===== src/rtl/run_control_monitor_pkg.sv =====
// Shared types for the run-control monitor: FSM states and halt cause codes.
package run_control_monitor_pkg;

  // state    | meaning
  // ST_IDLE  | out of reset, core held, waiting for start
  // ST_RUN   | core clocked, retirements counted, halt events watched
  // ST_DRAIN | one dead cycle after the halt, core already stopped
  // ST_DUMP  | streaming the state window over the trace port
  // ST_DONE  | dump complete, waiting for the next start
  typedef enum logic [2:0] {
    ST_IDLE  = 3'd0,
    ST_RUN   = 3'd1,
    ST_DRAIN = 3'd2,
    ST_DUMP  = 3'd3,
    ST_DONE  = 3'd4
  } rcm_state_e;

  typedef enum logic [2:0] {
    HALT_NONE  = 3'd0,
    HALT_LIMIT = 3'd1,
    HALT_BP    = 3'd2,
    HALT_LOOP  = 3'd3,
    HALT_EXT   = 3'd4
  } halt_cause_e;

  // Lowest code wins when several halt events fire in the same cycle.
  function automatic halt_cause_e pick_cause(input logic lim, input logic bp,
                                             input logic lp, input logic ext);
    if (lim) return HALT_LIMIT;
    if (bp)  return HALT_BP;
    if (lp)  return HALT_LOOP;
    if (ext) return HALT_EXT;
    return HALT_NONE;
  endfunction

endpackage


===== src/rtl/run_control_monitor_bp_match.sv =====
// Parallel PC breakpoint comparators; one match bit per enabled breakpoint.
module rcm_bp_match #(
  parameter int PC_W   = 32,
  parameter int NUM_BP = 2
) (
  input  logic [PC_W-1:0]        pc,
  input  logic [NUM_BP*PC_W-1:0] bp_addr,
  input  logic [NUM_BP-1:0]      bp_en,
  output logic [NUM_BP-1:0]      match
);

  // Compare the retiring pc against every enabled breakpoint address.
  always_comb begin
    match = '0;
    for (int i = 0; i < NUM_BP; i++) begin
      match[i] = bp_en[i] && (pc == bp_addr[i*PC_W +: PC_W]);
    end
  end

endmodule


===== src/rtl/run_control_monitor.sv =====
// Run-control monitor: counts retirements, halts the core on limit, breakpoint,
// self-loop or external stop, then streams a window of architectural state.
module run_control_monitor
  import run_control_monitor_pkg::*;
#(
  parameter int PC_W        = 32,
  parameter int CNT_W       = 16,
  parameter int CYCLE_LIMIT = 40,
  parameter int NUM_BP      = 2,
  parameter int LOOP_THRESH = 4,
  parameter int DUMP_WORDS  = 34,
  parameter int IDX_W       = 6
) (
  input  logic                   clk,
  input  logic                   rst,
  input  logic                   start,
  input  logic                   ext_stop,
  input  logic                   retire,
  input  logic [PC_W-1:0]        pc,
  input  logic [NUM_BP*PC_W-1:0] bp_addr,
  input  logic [NUM_BP-1:0]      bp_en,
  output logic                   core_run,
  output logic                   dump_rd_en,
  output logic [IDX_W-1:0]       dump_rd_idx,
  input  logic [31:0]            dump_rd_data,
  output logic                   trace_valid,
  output logic [IDX_W-1:0]       trace_idx,
  output logic [31:0]            trace_data,
  input  logic                   trace_ready,
  output logic [2:0]             halt_cause,
  output logic [CNT_W-1:0]       retired_cnt,
  output logic                   done
);

  localparam logic [CNT_W-1:0] LIMIT_C  = CNT_W'(CYCLE_LIMIT);
  localparam logic [CNT_W-1:0] LOOP_C   = CNT_W'(LOOP_THRESH);
  localparam logic [IDX_W-1:0] LAST_IDX = IDX_W'(DUMP_WORDS - 1);
  localparam bit               LIMIT_ON = (CYCLE_LIMIT != 0);

  rcm_state_e        state, state_nxt;
  halt_cause_e       cause_q, cause_now;
  logic [CNT_W-1:0]  cnt_q, cnt_inc;
  logic [CNT_W-1:0]  loop_q, loop_nxt;
  logic [PC_W-1:0]   last_pc_q;
  logic [NUM_BP-1:0] bp_match;
  logic              lim_ev, bp_ev, loop_ev, halt_ev, start_run;
  logic [IDX_W-1:0]  idx_q;
  logic              present_q, fresh_q;
  logic [31:0]       hold_q;

  rcm_bp_match #(.PC_W(PC_W), .NUM_BP(NUM_BP)) u_bp_match (
    .pc      (pc),
    .bp_addr (bp_addr),
    .bp_en   (bp_en),
    .match   (bp_match)
  );

  // Post-increment count and loop count, and the halt events they imply this cycle.
  always_comb begin
    cnt_inc = cnt_q;
    if (retire && (cnt_q != '1)) cnt_inc = cnt_q + 1'b1;
    loop_nxt = CNT_W'(1);
    if (pc == last_pc_q) loop_nxt = (loop_q == '1) ? loop_q : loop_q + 1'b1;
    lim_ev    = LIMIT_ON && (cnt_inc >= LIMIT_C);
    bp_ev     = retire && (|bp_match);
    loop_ev   = retire && (loop_nxt == LOOP_C);
    cause_now = pick_cause(lim_ev, bp_ev, loop_ev, ext_stop);
    halt_ev   = (cause_now != HALT_NONE);
  end

  // FSM state register.
  always_ff @(posedge clk or posedge rst) begin
    if (rst) state <= ST_IDLE;
    else     state <= state_nxt;
  end

  // FSM next state and state-decoded outputs.
  always_comb begin
    state_nxt   = state;
    start_run   = 1'b0;
    core_run    = 1'b0;
    done        = 1'b0;
    dump_rd_en  = 1'b0;
    trace_valid = 1'b0;
    case (state)
      ST_IDLE: begin
        if (start) begin
          state_nxt = ST_RUN;
          start_run = 1'b1;
        end
      end
      ST_RUN: begin
        core_run = 1'b1;
        if (halt_ev) state_nxt = ST_DRAIN;
      end
      ST_DRAIN: state_nxt = ST_DUMP;
      ST_DUMP: begin
        dump_rd_en  = !present_q;
        trace_valid = present_q;
        if (present_q && trace_ready && (idx_q == LAST_IDX)) state_nxt = ST_DONE;
      end
      ST_DONE: begin
        done = 1'b1;
        if (start) begin
          state_nxt = ST_RUN;
          start_run = 1'b1;
        end
      end
      default: state_nxt = ST_IDLE;
    endcase
  end

  // Retire counter, self-loop tracker and latched halt cause.
  always_ff @(posedge clk or posedge rst) begin
    if (rst) begin
      cnt_q     <= '0;
      loop_q    <= '0;
      last_pc_q <= '0;
      cause_q   <= HALT_NONE;
    end else if (start_run) begin
      cnt_q   <= '0;
      loop_q  <= '0;
      cause_q <= HALT_NONE;
    end else if (state == ST_RUN) begin
      if (retire) begin
        cnt_q     <= cnt_inc;
        loop_q    <= loop_nxt;
        last_pc_q <= pc;
      end
      if (halt_ev) cause_q <= cause_now;
    end
  end

  // Dump sequencer: issue read k, present it, hold it until accepted, then issue k+1.
  // The read word appears the cycle after the strobe; it is passed straight through on
  // that first cycle and held locally afterwards so backpressure cannot corrupt it.
  always_ff @(posedge clk or posedge rst) begin
    if (rst) begin
      idx_q     <= '0;
      present_q <= 1'b0;
      fresh_q   <= 1'b0;
      hold_q    <= '0;
    end else if (state == ST_DRAIN) begin
      idx_q     <= '0;
      present_q <= 1'b0;
      fresh_q   <= 1'b0;
    end else if (state == ST_DUMP) begin
      if (!present_q) begin
        present_q <= 1'b1;
        fresh_q   <= 1'b1;
      end else begin
        fresh_q <= 1'b0;
        if (fresh_q) hold_q <= dump_rd_data;
        if (trace_ready) begin
          present_q <= 1'b0;
          if (idx_q != LAST_IDX) idx_q <= idx_q + 1'b1;
        end
      end
    end
  end

  assign dump_rd_idx = idx_q;
  assign trace_idx   = idx_q;
  assign trace_data  = trace_valid ? (fresh_q ? dump_rd_data : hold_q) : '0;
  assign halt_cause  = cause_q;
  assign retired_cnt = cnt_q;

endmodule


===== config.mk =====
export PLATFORM = sky130hd
export DESIGN_NAME = run_control_monitor
export DESIGN_NICKNAME = d
export VERILOG_FILES = /design/src/rtl/run_control_monitor_pkg.sv /design/src/rtl/run_control_monitor_bp_match.sv /design/src/rtl/run_control_monitor.sv
export SDC_FILE = /design/constraint.sdc
export NUM_CORES = 1
export LEC_CHECK = 0
export CAP_MARGIN = 20
export CORE_AREA = 4 4 147 149
export CTS_CLUSTER_SIZE = 16
export DETAILED_ROUTE_END_ITERATION = 16
export DIE_AREA = 0 0 151 153
export HOLD_SLACK_MARGIN = 0.1
export PLACE_DENSITY = 0.62
export SLEW_MARGIN = 25
export SYNTH_ARGS = -nofsm -noshare
export SYNTH_HDL_FRONTEND = slang
export SYNTH_SLANG_ARGS = --single-unit

===== constraint.sdc =====
create_clock -name clk -period 4.4 [get_ports clk]
set_clock_uncertainty 0.05 [all_clocks]
set_input_delay 0.44 -clock clk [delete_from_list [all_inputs] [get_ports clk]]
set_output_delay 0.44 -clock clk [all_outputs]
set_load 0.005 [all_outputs]

# Yosys cells after proc, flatten, opt, wreduce, memory -nomap -nowiden
# Index checks and enable logic that the tools add are counted.
[word_totals]
register_bits = 110
inputBits = 136
output_inout_bits = 67
word_cells = 109
[op_classes]
n_addsub = 3
n_lt_le_gt_ge = 1
n_eq_ne = 15
mux = 54
n_bitwise = 2
reduce_logical = 25
[op_table]
columns = ["op", "n"]
rows = [
  ["16-bit two-way mux", 9],
  ["32-bit equality test", 3],
  ["32-bit two-way mux", 2],
  ["3-bit two-way mux", 14],
  ["16-bit by 1-bit adder with 16-bit output, second input constant", 2],
  ["6-bit two-way mux", 5],
  ["1-bit two-way mux", 23],
  ["16-bit equality test, second input constant", 1],
  ["16-bit by 3-bit equality test with 1-bit output, second input constant", 1],
  ["16-bit by 6-bit greater-or-equal comparator with 1-bit output, second input constant", 1],
  ["16-bit != test, second input constant", 1],
  ["2-bit nonzero test", 7],
  ["3-bit case mux with 4 select lines", 1],
  ["3-bit AND reduction", 3],
  ["1-bit logical AND", 7],
  ["6-bit by 1-bit adder with 6-bit output, second input constant", 1],
  ["3-bit by 2-bit equality test with 1-bit output, second input constant", 2],
  ["6-bit equality test, second input constant", 1],
  ["6-bit != test, second input constant", 1],
  ["2-bit != test, second input constant", 2],
  ["2-bit AND reduction", 2],
  ["4-bit AND reduction", 1],
  ["2-bit OR reduction", 2],
  ["3-bit by 1-bit equality test with 1-bit output, second input constant", 1],
  ["other kinds (6)", 7],
]

# Logic depth before layout (Yosys ltp)
[logic_depth]
ltp_word = 19
ltp_mapped = 10
ltp_nobuf = 9

# Hierarchy
# From an unflattened synthesis, not the netlist that was laid out.
[unflattened]
cells_unflattened = 781
area_unflattened_um2 = 7076.8
[by_module_without_submodules]
columns = ["mod", "n_inst", "cells_each", "area_per_inst_um2"]
rows = [
  ["run_control_monitor", 1, 693, 6371.1],
  ["rcm_bp_match", 1, 88, 705.7],
]

# Worst setup path after synthesis
# No wires, ideal clock.
[synth_path]
path_type = "register to register"
from = "reg loop_q[0]"
to = "reg cause_q[1], in the netlist halt_cause[1]"
arrival_time_ns = 2.632
t_required_ns = 4.273
setup_slack_ns = 1.641
stages_incl_launch_ff = 10
cell_sequence = "dfrtp_1 ha_1 nand3_2 nor4_1 mux2i_1 nand3_1 or4_4 o211ai_2 or3b_1 a21oi_1"
[synth_between]
elab_chain_cells = 14
word_cells_on_any_way = 21
classes_between = "1 x add/sub; 2 x eq/ne; 14 x mux; 4 x reduce/logical"
[synth_lines]
columns = ["element", "line", "source"]
rows = [
  ["start: declaration", "run_control_monitor.sv:43", "logic [CNT_W-1:0] loop_q, loop_nxt;"],
  ["start signal: assignment", "run_control_monitor.sv:127", "loop_q <= loop_nxt;"],
  ["16-bit by 1-bit adder with 16-bit output or 16-bit equality test (tied branches)", "run_control_monitor.sv:63", "if (pc == last_pc_q) loop_nxt = (loop_q == '1) ? loop_q : loop_q + 1'b1;"],
  ["16-bit two-way mux (*) (2 in a row)", "run_control_monitor.sv:63", ""],
  ["16-bit by 3-bit equality test with 1-bit output (*)", "run_control_monitor.sv:66", "loop_ev = retire && (loop_nxt == LOOP_C);"],
  ["1-bit logical AND (*)", "run_control_monitor.sv:66", ""],
  ["3-bit two-way mux or 1-bit two-way mux (tied branches)", "run_control_monitor_pkg.sv:31", "if (lp) return HALT_LOOP;"],
  ["3-bit two-way mux or 1-bit two-way mux (tied branches)", "run_control_monitor_pkg.sv:32, run_control_monitor_pkg.sv:31", ""],
  ["3-bit two-way mux or 1-bit two-way mux (tied branches)", "run_control_monitor_pkg.sv:33, run_control_monitor_pkg.sv:30", ""],
  ["3-bit two-way mux (*)", "run_control_monitor_pkg.sv:32", "if (ext) return HALT_EXT;"],
  ["3-bit two-way mux (*)", "run_control_monitor_pkg.sv:31", ""],
  ["3-bit two-way mux (*)", "run_control_monitor_pkg.sv:30", "if (bp) return HALT_BP;"],
  ["3-bit nonzero test or 3-bit two-way mux (tied branches)", "run_control_monitor.sv:68, run_control_monitor.sv:130", ""],
  ["2-bit nonzero test (no line) or 3-bit two-way mux (tied branches)", "-", ""],
  ["2-bit AND reduction (no line) or 3-bit two-way mux (tied branches)", "-", ""],
  ["end signal: assignment", "run_control_monitor.sv:130", "if (halt_ev) cause_q <= cause_now;"],
  ["end: declaration", "run_control_monitor.sv:41", "halt_cause_e cause_q, cause_now;"],
]
# Every way passes the cells marked *; elsewhere a longest branch is shown, timed or not. The select of a mux whose other input is x is not followed.
# A chain may end at the register's enable or synchronous reset.

# Worst setup path after layout
# Ends and elaborated chain as after synthesis.

==> qor.csv <==
metric,value,unit
status,finished clean,
Hold Fails Final Rpt,0,
"Hold-fix buffers, CTS",0,
Hold WS,0.4483,ns
max-slew violation count,0,
share of cells above drive strength 1,0.08257,
power share of the clock group,0.218,
worst hold path type,reg2reg,
Core Box Area,0.02017,mm^2
clk slew on worst S/H paths,0.08,ns
HPWL after DPL,16740,um
row count,52,
drt pass-1 iters,5,
"EDFF count, synth",0,
DRT Wirelength,21850,um
crit path max fanout,8,
Worst EP arrival,3.36,ns
largest net degree at the start of global routing,57,
Cell variety after synth,66,
die height,153,um
CTS Sinks,110,
GP Congestion,0.9240,
Internal Pwr Total,2.523,mW
post-synthesis cell count,792,
setup TNS,0,ns
Combinational Power Share,0.372,
Avg WL per Cell,17.46,um
worst rel slew slack,0.4159,
RSZ-0062 raised after global routing,false,
Final period util,0.7124,
YS warnings,0,
first-pass GRT wire length,34000,um
Bufs on Longest Clock Path,2,
H-tree Lvls,3,
"FFs w/ async S/R, synth",1.000,
n_diodes,0,
Hold Path Stages,2,
via count,6415,
sw power,1.360,mW
clock latency on the worst-skew pair,0.35,ns
Max Fclk,0.3190,GHz
Ports,203,
number of global-route vias before repair,6123,
part of the power in registers,0.410,
kind of critical path,reg2reg,
worst slew pin tran,0.8694,ns
mapped cell area,0.007052,mm^2
CTS tree,built,
Reg2Reg Depth,9,
GRT overflow,0,
syn nets,932,
Sw Ratio,0.3503,
Yosys reg bits,110,
PwrDens,404.0,mW/mm^2
Die Wd,151,um
CTS Buf Count,9,
CP Data Required Time,4.63,ns
1st-iter DRT viols,363,
setup bufs post-CTS,0,
Nets,1116,
drt drc,0,
Max-Cap Viols,0,
crit start category,flop,
die area,0.02310,mm^2
worst ir drop on vdd,0.0002109,V
Routed Antenna Nets,0,
initial antenna violation count,0,
element type at the critical path end,flop,
CTS resizes,0,
clock root cell,clkbuf_16,
syn avg cell area,8.904,um^2
I/O Buffers,202,
Final Critical Period,3.135,ns
gr usage total,0.1859,
area grow syn2layout,36.30,%
routed vias/inst,5.128,
Final setup viols,0,
Synth Flop Type,dfrtp_1,
register area share after synthesis,0.3903,
initial core utilization,0.3496,
Pleak,3.952,nW
## cells in the final DEF (no fill, tap or decap), types with 21 or more instances in the layout
cell type        netlist  layout
nor2_1                74      73
nor4_1                21      21
nand2_1              148     148
dfrtp_1              110     109
o21ai_0               44      44
mux2i_1               36      36
xor2_1                66      66
mux2_2                33      33
nand3_1               23      23
clkdlybuf4s50_1        0     202
xnor2_1               42      42
nand4_1               22      22
## critical path, cell delays in order, from the launching register on
cell	delay, ns
dfrtp_1	0.45
ha_1	0.30
nand3_2	0.21
nor4_1	0.38
mux2i_1	0.28
nand3_1	0.10
or4_4	0.55
o211ai_2	0.22
or3b_1	0.37
a21oi_1	0.15
## logic make-up after synthesis
kind of cell               count (synthesis)  share of synthesized area
AOI/OAI and AO/OA                        103                    0.09475
xor gates and xnor gates                 108                     0.1341
adders and majority gates                  4                   0.007098
buffers and inverters                     57                    0.03602
DFF                                      110                     0.3903
muxes                                     69                     0.1038
and+or+nand+nor                          341                     0.2339
## layer usage
metal / wire (um) / share of wire / up-vias / track usage
met4: 243 / 0.011 / 0 / 0.04275
met1: 9774 / 0.45 / 3024 / 0.2570
met2: 9921 / 0.45 / 240 / 0.2929
met5: 0 / 0 / - / 0
li1: - / - / 3134 / -
met3: 1906 / 0.087 / 17 / 0.04738
## Yosys cell counts, types with 13 or more instances
| cell | number | area (um^2) |
|---|---|---|
| mux2_2 | 33 | 371.6 |
| xor2_1 | 66 | 578.1 |
| o21ai_0 | 44 | 220.2 |
| clkbuf_1 | 20 | 75.07 |
| nand3_1 | 23 | 115.1 |
| xnor2_1 | 42 | 367.9 |
| nand4_1 | 22 | 137.6 |
| nor2_1 | 74 | 277.8 |
| a21oi_1 | 13 | 65.06 |
| nand2_1 | 148 | 555.5 |
| mux2i_1 | 36 | 360.4 |
| inv_1 | 18 | 67.56 |
| nor4_1 | 21 | 131.4 |
| dfrtp_1 | 110 | 2753 |
## per-stage QoR
step | total power [mW] | util | setup slack, ns | area (um^2) | instances
global route | 4.159 | 0.4766 | 1.034 | 9612 | 1251
floorplan | 2.490 | - | 1.008 | 7052 | 792
detailed placement | 3.063 | 0.4617 | 1.043 | 9311 | 1235
finish | 3.883 | 0.4766 | 1.265 | 9612 | 1251
CTS | 3.921 | 0.4766 | 1.288 | 9612 | 1251
global placement | 3.030 | 0.4617 | 1.116 | 9311 | 1235
## power by group through the flow
stage | logic (mW) | registers (mW) | clock network (mW)
detailed placement | 1.45 | 1.61 | 0
finish | 1.44 | 1.59 | 0.846
global placement | 1.43 | 1.60 | 0
CTS | 1.46 | 1.59 | 0.869
floorplan | 0.959 | 1.53 | 0
global route | 1.61 | 1.64 | 0.914
## cell type report
cell class | count | area, um^2
inverters | 18 | 70.07
well taps | 270 | 337.8
clock inverters | 6 | 61.31
repair buffers | 212 | 2097
multi-input cells | 625 | 4053
clock buffers | 10 | 239.0
flip-flops and latches | 110 | 2754
fillers | 2010 | 10560
## registers in the layout, summed over array words and instances, names as in the netlist
register	cells
last_pc_q	32
retired_cnt	16
halt_cause	3
hold_q	32
fresh_q	1
state	3
loop_q	16
dump_rd_idx	6
present_q	1
## worst paths after layout
path | from | slack, ns | end
min reg2reg | last_pc_q[30]$_DFFE_PP0P_ | 0.45 | last_pc_q[30]$_DFFE_PP0P_
max reg2reg | loop_q[0]$_DFFE_PP0P_ | 1.27 | halt_cause[1]$_DFFE_PP0P_
max | loop_q[0]$_DFFE_PP0P_ | 1.27 | halt_cause[1]$_DFFE_PP0P_
min | last_pc_q[30]$_DFFE_PP0P_ | 0.45 | last_pc_q[30]$_DFFE_PP0P_
min in group asynchronous | rst | 0.51 | hold_q[20]$_DFFE_PP0P_
max in group asynchronous | rst | 2.88 | fresh_q$_DFFE_PP0P_
No activity file was read; power rests on OpenSTA's default activity.
